===== src/rtl/act_absmax_quant_if.sv =====
// Handshake bundle for the absmax activation quantizer: vector in, quantized vector + scale out.
interface act_absmax_quant_if #(
    parameter int D  = 4,
    parameter int W  = 16,
    parameter int QW = 8
);
    logic              in_ready_o;
    logic              in_valid_i;
    logic [D*W-1:0]    a_i;
    logic              out_ready_i;
    logic              out_valid_o;
    logic [D*QW-1:0]   result_o;
    logic [W-1:0]      scale_o;

    modport slave (
        output in_ready_o, out_valid_o, result_o, scale_o,
        input  in_valid_i, a_i, out_ready_i
    );

    modport master (
        input  in_ready_o, out_valid_o, result_o, scale_o,
        output in_valid_i, a_i, out_ready_i
    );
endinterface


===== src/rtl/act_absmax_quant.sv =====
// Per-vector absmax quantizer: scans |x| for the max, then maps each element to
// round-half-away-from-zero signed QW-bit integers in [-QMAX, QMAX].
module act_absmax_quant #(
    parameter int D  = 4,
    parameter int W  = 16,
    parameter int QW = 8
) (
    input  logic                 clk_i,
    input  logic                 rst_ni,
    act_absmax_quant_if.slave    bus
);
    localparam int IW = (D > 1) ? $clog2(D) : 1;
    localparam int PW = W + QW;
    localparam logic [PW-1:0] QMAX_P = PW'((2 ** (QW - 1)) - 1);

    typedef enum logic [2:0] {IDLE, SCAN, SCALE, QUANT, SEND} state_e;

    state_e                 state_q;
    logic [D-1:0][W-1:0]    vec_q;
    logic [W-1:0]           absmax_q, div_q, half_q, scale_q;
    logic [IW-1:0]          idx_q;
    logic [D-1:0][QW-1:0]   qbuf_q, res_q;
    logic                   in_ready_q, out_valid_q;

    logic [W-1:0]           cur, abs_v;
    logic [PW-1:0]          prod, quot;
    logic [QW-1:0]          mag, q;
    logic [D-1:0][QW-1:0]   qbuf_d;
    logic                   last;

    always_comb begin
        cur  = vec_q[idx_q];
        last = (idx_q == IW'(D - 1));
        // The most negative code has no positive twin, so it saturates.
        if (cur == {1'b1, {(W-1){1'b0}}})
            abs_v = {1'b0, {(W-1){1'b1}}};
        else if (cur[W-1])
            abs_v = -cur;
        else
            abs_v = cur;
        prod = PW'(abs_v) * QMAX_P + PW'(half_q);
        // Divisor forced nonzero so an all-zero vector never produces X.
        quot = prod / ((div_q == '0) ? PW'(1) : PW'(div_q));
        mag  = (quot > QMAX_P) ? QMAX_P[QW-1:0] : quot[QW-1:0];
        if (div_q == '0)
            q = '0;
        else if (cur[W-1])
            q = -mag;
        else
            q = mag;
        qbuf_d        = qbuf_q;
        qbuf_d[idx_q] = q;
    end

    always_ff @(posedge clk_i or negedge rst_ni) begin
        if (!rst_ni) begin
            state_q     <= IDLE;
            vec_q       <= '0;
            absmax_q    <= '0;
            div_q       <= '0;
            half_q      <= '0;
            scale_q     <= '0;
            idx_q       <= '0;
            qbuf_q      <= '0;
            res_q       <= '0;
            in_ready_q  <= 1'b1;
            out_valid_q <= 1'b0;
        end else begin
            case (state_q)
                IDLE: begin
                    if (bus.in_valid_i) begin
                        vec_q      <= bus.a_i;
                        idx_q      <= '0;
                        absmax_q   <= '0;
                        in_ready_q <= 1'b0;
                        state_q    <= SCAN;
                    end
                end
                SCAN: begin
                    if (abs_v > absmax_q) absmax_q <= abs_v;
                    if (last) state_q <= SCALE;
                    else      idx_q   <= idx_q + 1'b1;
                end
                SCALE: begin
                    div_q   <= absmax_q;
                    half_q  <= absmax_q >> 1;
                    idx_q   <= '0;
                    state_q <= QUANT;
                end
                QUANT: begin
                    qbuf_q <= qbuf_d;
                    // Publish only a complete vector so result_o holds between sends.
                    if (last) begin
                        res_q       <= qbuf_d;
                        scale_q     <= div_q;
                        out_valid_q <= 1'b1;
                        state_q     <= SEND;
                    end else begin
                        idx_q <= idx_q + 1'b1;
                    end
                end
                SEND: begin
                    if (bus.out_ready_i) begin
                        out_valid_q <= 1'b0;
                        in_ready_q  <= 1'b1;
                        state_q     <= IDLE;
                    end
                end
                default: begin
                    state_q     <= IDLE;
                    in_ready_q  <= 1'b1;
                    out_valid_q <= 1'b0;
                end
            endcase
        end
    end

    assign bus.in_ready_o  = in_ready_q;
    assign bus.out_valid_o = out_valid_q;
    assign bus.result_o    = res_q;
    assign bus.scale_o     = scale_q;
endmodule


===== src/flat_wrapper.sv =====
// flat-port wrapper written by rule: the top's interface ports become plain ports
module act_absmax_quant_flat 
#(
    parameter int D  = 4,
    parameter int W  = 16,
    parameter int QW = 8
)
  (clk_i, rst_ni, bus_in_ready_o, bus_out_valid_o, bus_result_o, bus_scale_o, bus_in_valid_i, bus_a_i, bus_out_ready_i);
  act_absmax_quant_if #(.D(D), .W(W), .QW(QW)) bus_i ();
  input  logic clk_i;
  input  logic rst_ni;
  output wire logic [$bits(bus_i.in_ready_o)-1:0] bus_in_ready_o;
  output wire logic [$bits(bus_i.out_valid_o)-1:0] bus_out_valid_o;
  output wire logic [$bits(bus_i.result_o)-1:0] bus_result_o;
  output wire logic [$bits(bus_i.scale_o)-1:0] bus_scale_o;
  input wire logic [$bits(bus_i.in_valid_i)-1:0] bus_in_valid_i;
  input wire logic [$bits(bus_i.a_i)-1:0] bus_a_i;
  input wire logic [$bits(bus_i.out_ready_i)-1:0] bus_out_ready_i;
  assign bus_in_ready_o = bus_i.in_ready_o;
  assign bus_out_valid_o = bus_i.out_valid_o;
  assign bus_result_o = bus_i.result_o;
  assign bus_scale_o = bus_i.scale_o;
  assign bus_i.in_valid_i = bus_in_valid_i;
  assign bus_i.a_i = bus_a_i;
  assign bus_i.out_ready_i = bus_out_ready_i;
  act_absmax_quant #(.D(D), .W(W), .QW(QW)) u_core (.clk_i(clk_i), .rst_ni(rst_ni), .bus(bus_i));
endmodule

===== config.mk =====
export PLATFORM = sky130hd
export DESIGN_NAME = act_absmax_quant_flat
export DESIGN_NICKNAME = d
export VERILOG_FILES = /design/src/rtl/act_absmax_quant_if.sv /design/src/rtl/act_absmax_quant.sv /design/src/flat_wrapper.sv
export SDC_FILE = /design/constraint.sdc
export NUM_CORES = 1
export LEC_CHECK = 0
export CAP_MARGIN = 20
export CORE_MARGIN = 2
export CORE_UTILIZATION = 40
export DETAILED_ROUTE_END_ITERATION = 16
export GPL_TIMING_DRIVEN = 1
export HOLD_SLACK_MARGIN = 0.03
export PLACE_DENSITY = 0.65
export SETUP_SLACK_MARGIN = 0.3
export SLEW_MARGIN = 40
export SYNTH_ARGS = -nofsm -noshare
export SYNTH_HDL_FRONTEND = slang
export SYNTH_SLANG_ARGS = --single-unit
export TNS_END_PERCENT = 1

===== constraint.sdc =====
create_clock -name clk_i -period 142.8 [get_ports clk_i]
set_input_delay 28.56 -clock clk_i [delete_from_list [all_inputs] [get_ports clk_i]]
set_output_delay 28.56 -clock clk_i [all_outputs]
set_load 0.005 [all_outputs]

==> results.rst <==
.. list-table::
   :header-rows: 1

   * - Metric
     - Value
   * - Peak per-stage delay on the critical path
     - 0.71 ns
   * - Share of synthesized area occupied by flip-flops and latches
     - 17.4%
   * - Clock Latency Late Sink
     - 0.44 ns
   * - Average cell area after synthesis
     - about 7.8 µm²
   * - Number of buffers on the longest clock path
     - 2
   * - Synth Net Count
     - approximately 3700
   * - Count of warnings emitted by yosys
     - 0
   * - Wire length of the first global-routing pass
     - 121000 µm
   * - Routed length per placed instance
     - 17.9 µm
   * - Kind of start point of the critical path
     - flip-flop
   * - Initial standard-cell utilization of the core
     - 40.7%
   * - Die span in x
     - between 200 and 300 µm
   * - Cell area after placement
     - 0.0273 mm²
   * - Remaining global-route overflow
     - 0
   * - Area share of and/or/nand/nor cells after synthesis
     - 22.6%
   * - Max-cap check violation count
     - 0
   * - Max-slew headroom at the worst pin
     - 45.0%
   * - Number of H-tree levels
     - 4
   * - Post-synth design cell area
     - ~0.025 mm²
   * - Floorplan Core Area
     - ~0.062 mm²
   * - Number of buffers inserted by post-CTS setup repair
     - 0
   * - Layout Cell Area excl Fill
     - roughly 0.028 mm²
   * - Die area
     - 0.0650 mm²
   * - Total via count in the routed design
     - 23500
   * - TritonCTS Buffers
     - 17
   * - Ratio of final minimum period to clock period
     - a little under half
   * - Dominant combinational cell family by area after synthesis
     - simple AND/OR/NAND/NOR gates
   * - Routed vias/inst
     - 5.68
   * - Worst Setup End Kind
     - flip-flop
   * - Peak Freq
     - roughly 15 MHz
   * - Final net count
     - around 3800
   * - Tot GR Track Use
     - a little under a quarter
   * - Count of cell types in the netlist
     - ~100
   * - Most common cell in the netlist
     - sky130_fd_sc_hd__nand2_1
   * - Tightest Hold Check Type
     - reg2reg
   * - Top Ports
     - 118
   * - Critical path class
     - reg2reg
   * - Status
     - complete, no violations
   * - Unrepaired setup endpoints after global routing
     - no
   * - PostCTS Resize Cnt
     - 0
   * - Slew of the pin with the lowest slew margin
     - 0.823 ns
   * - Biggest area contributors in the synthesized netlist
     - sky130_fd_sc_hd__dfrtp_1 17%, sky130_fd_sc_hd__ha_1 17%, sky130_fd_sc_hd__nand2_1 7.6%, sky130_fd_sc_hd__fa_1 5.6%, sky130_fd_sc_hd__o21ai_0 4.0%
   * - Flip-flop and latch count after synthesis
     - roughly 180
   * - Xor and xnor fraction of the mapped netlist area
     - ~5.2%
   * - Yosys top cell area share
     - 17.3%
   * - Maximum number of pins on one net before global-route repair
     - 109
   * - Required time worst endpoint
     - roughly 140 ns
   * - DR pass1 iterations
     - 6
   * - Share of flip-flops with an asynchronous set or reset
     - 100%
   * - Post-route DRC
     - 0
   * - Clock skew
     - 0.0109 ns
   * - TritonCTS clock tree
     - built
   * - Instance count of the mapped netlist
     - 3217
   * - Number of buffers inserted by hold repair at cts
     - 0
   * - Setup TNS
     - 0 ns
   * - Antenna-violating nets left
     - 0
   * - DP Wirelength
     - 57500 µm
   * - Ratio of cells with drive above 1 in the final layout
     - about 6.9%
   * - Vias in the first global route
     - between 20000 and 25000
   * - Cell type with the largest total area after synthesis
     - sky130_fd_sc_hd__dfrtp_1
   * - Number of standard cells in the final layout excluding fillers
     - 4133
   * - Post-synthesis mux area share
     - 5.97%
   * - Number of endpoints with negative hold slack in the final report
     - 0
   * - Count of flip-flops with a built-in enable after synthesis
     - 0
   * - Clock Pin Slew Worst Setup and Hold Paths
     - 0.07 ns
   * - Port bufs
     - 117
   * - Rows
     - 91
   * - Cell types with the highest counts after synthesis
     - 508 x sky130_fd_sc_hd__nand2_1, 333 x sky130_fd_sc_hd__ha_1, 252 x sky130_fd_sc_hd__nor2_1
   * - Number of max-slew violations in the final report
     - 0
   * - Post-synthesis compound-gate area fraction
     - 22.4%
   * - Slowest stage cell, crit path
     - sky130_fd_sc_hd__a21o_1
   * - Final min period
     - slightly below 70 ns
   * - Number of cells in the design after placement
     - 4100
   * - Routed WL
     - approximately 74000 µm
   * - Gpl congestion
     - about 0.95
   * - Area overhead of the layout relative to synthesis
     - 11.2%
   * - Adder and majority cell fraction of the synthesized area
     - 22.1%
   * - Largest fanout on the critical path
     - 33
   * - Top FF cell, synth
     - sky130_fd_sc_hd__dfrtp_1
   * - Worst path most repeated cell
     - sky130_fd_sc_hd__o21a_1
   * - Starting DRT DRC Count
     - approximately 1900
   * - Number of antenna violations at the first check in global routing
     - 1
   * - TritonCTS sink count
     - 175
   * - Endpoint arrival time on the critical path
     - 68.14 ns
   * - Diode count
     - 0
   * - Y dimension of the die
     - around 250 µm
   * - Number of failing setup endpoints in the final timing report
     - 0
   * - Root Buffer Master
     - sky130_fd_sc_hd__clkbuf_16
==> stage by stage <==
step	setup slack [ns]	hold WS (ns)	util (%)
global placement	75.86	0.453	44.1
finish	74.99	0.470	45.2
floorplan	80.55	0.440	-
global route	68.96	0.497	45.2
detailed placement	75.64	0.457	44.1
CTS	75.43	0.474	45.2
==> cell usage in the layout, fill, tap and decap left out, types with 19 or more instances in the layout <==
cell type / instances
sky130_fd_sc_hd__a21o_1: 62
sky130_fd_sc_hd__nor2_1: 250
sky130_fd_sc_hd__dfrtp_1: 173
sky130_fd_sc_hd__nand2_1: 508
sky130_fd_sc_hd__or3_1: 34
sky130_fd_sc_hd__o21ai_1: 31
sky130_fd_sc_hd__a21oi_1: 193
sky130_fd_sc_hd__clkdlybuf4s50_1: 116
sky130_fd_sc_hd__xor2_1: 60
sky130_fd_sc_hd__nand2b_1: 33
sky130_fd_sc_hd__mux2i_1: 25
sky130_fd_sc_hd__xnor2_1: 88
sky130_fd_sc_hd__fa_1: 70
sky130_fd_sc_hd__o211ai_1: 26
sky130_fd_sc_hd__and2_1: 28
sky130_fd_sc_hd__nand3_1: 68
sky130_fd_sc_hd__nor3b_1: 19
sky130_fd_sc_hd__inv_1: 183
sky130_fd_sc_hd__buf_4: 29
sky130_fd_sc_hd__nor2b_1: 31
sky130_fd_sc_hd__nand4_1: 29
sky130_fd_sc_hd__o21ai_0: 202
sky130_fd_sc_hd__mux2_2: 76
sky130_fd_sc_hd__ha_1: 333
sky130_fd_sc_hd__o21a_1: 96
sky130_fd_sc_hd__o31ai_1: 51
sky130_fd_sc_hd__and3_1: 26
sky130_fd_sc_hd__a31oi_1: 28
sky130_fd_sc_hd__nor3_1: 116
==> logic make-up (layout without fill, tap and decap cells) <==
group	after synthesis	in the layout
DFF	175	175
muxes	119	119
xor gates and xnor gates	149	149
and+or+nand+nor	1225	1225
buffers and inverters	284	363
AOI/OAI and AO/OA	862	862
adders and majority gates	403	403
==> layer usage <==
| metal | track usage (%) | share of wire [%] | routed length [µm] | up-vias |
|---|---|---|---|---|
| met3 | 2.76 | 5.6 | 4180 | 82 |
| met4 | 5.23 | 1.9 | 1410 | 0 |
| li1 | - | - | - | 11700 |
| met5 | 0 | 0 | 0 | - |
| met2 | 36.5 | 44 | 32400 | 641 |
| met1 | 33.3 | 49 | 36100 | 11000 |
==> worst paths after layout <==
path	start	to	slack [ns]	depth (start not counted)
setup / recovery	u_core.idx_q[0]	u_core.bus.result_o[28]	74.99	267
hold / removal	u_core.vec_q[44]	u_core.vec_q[44]	0.47	2
max in group asynchronous	rst_ni	u_core.vec_q[21]	113.53	3
setup reg to reg	u_core.idx_q[0]	u_core.bus.result_o[28]	74.99	267
hold reg to reg	u_core.vec_q[44]	u_core.vec_q[44]	0.47	2
min in group asynchronous	rst_ni	u_core.qbuf_q[9]	27.98	1
==> flip-flops by register name, indices dropped and copies added (netlist names) <==
register                flops
u_core.qbuf_q              24
u_core.idx_q                2
u_core.absmax_q            16
u_core.bus.result_o        32
u_core.bus.scale_o         16
u_core.bus.in_ready_o       1
u_core.div_q               16
u_core.bus.out_valid_o      1
u_core.state_q              3
u_core.vec_q               64
==> area by class of cell <==
cell class	count	area, µm²
fill	6246	33900
inverter	183	687
clock buffer	17	425
clock inverter	15	229
sequential	175	4380
tap	837	1050
timing repair buffer	148	1430
multi-input combinational	2758	19800
==> critical path: cells and delay by family, from the launching register on <==
kind / cells / cell delay (ns)
adder cells (fa/ha/maj): 30 / 10.20
multiplexers: 6 / 2.44
XOR/XNOR: 1 / 0.15
flip-flops: 1 / 0.41
AND/OR/NAND/NOR: 71 / 15.29
AO/OA/AOI/OAI: 148 / 36.03
buffers and inverters: 11 / 3.04
Power is not shown: default switching activity piles up to over one toggle a cycle in this logic, so the estimate is an artifact.
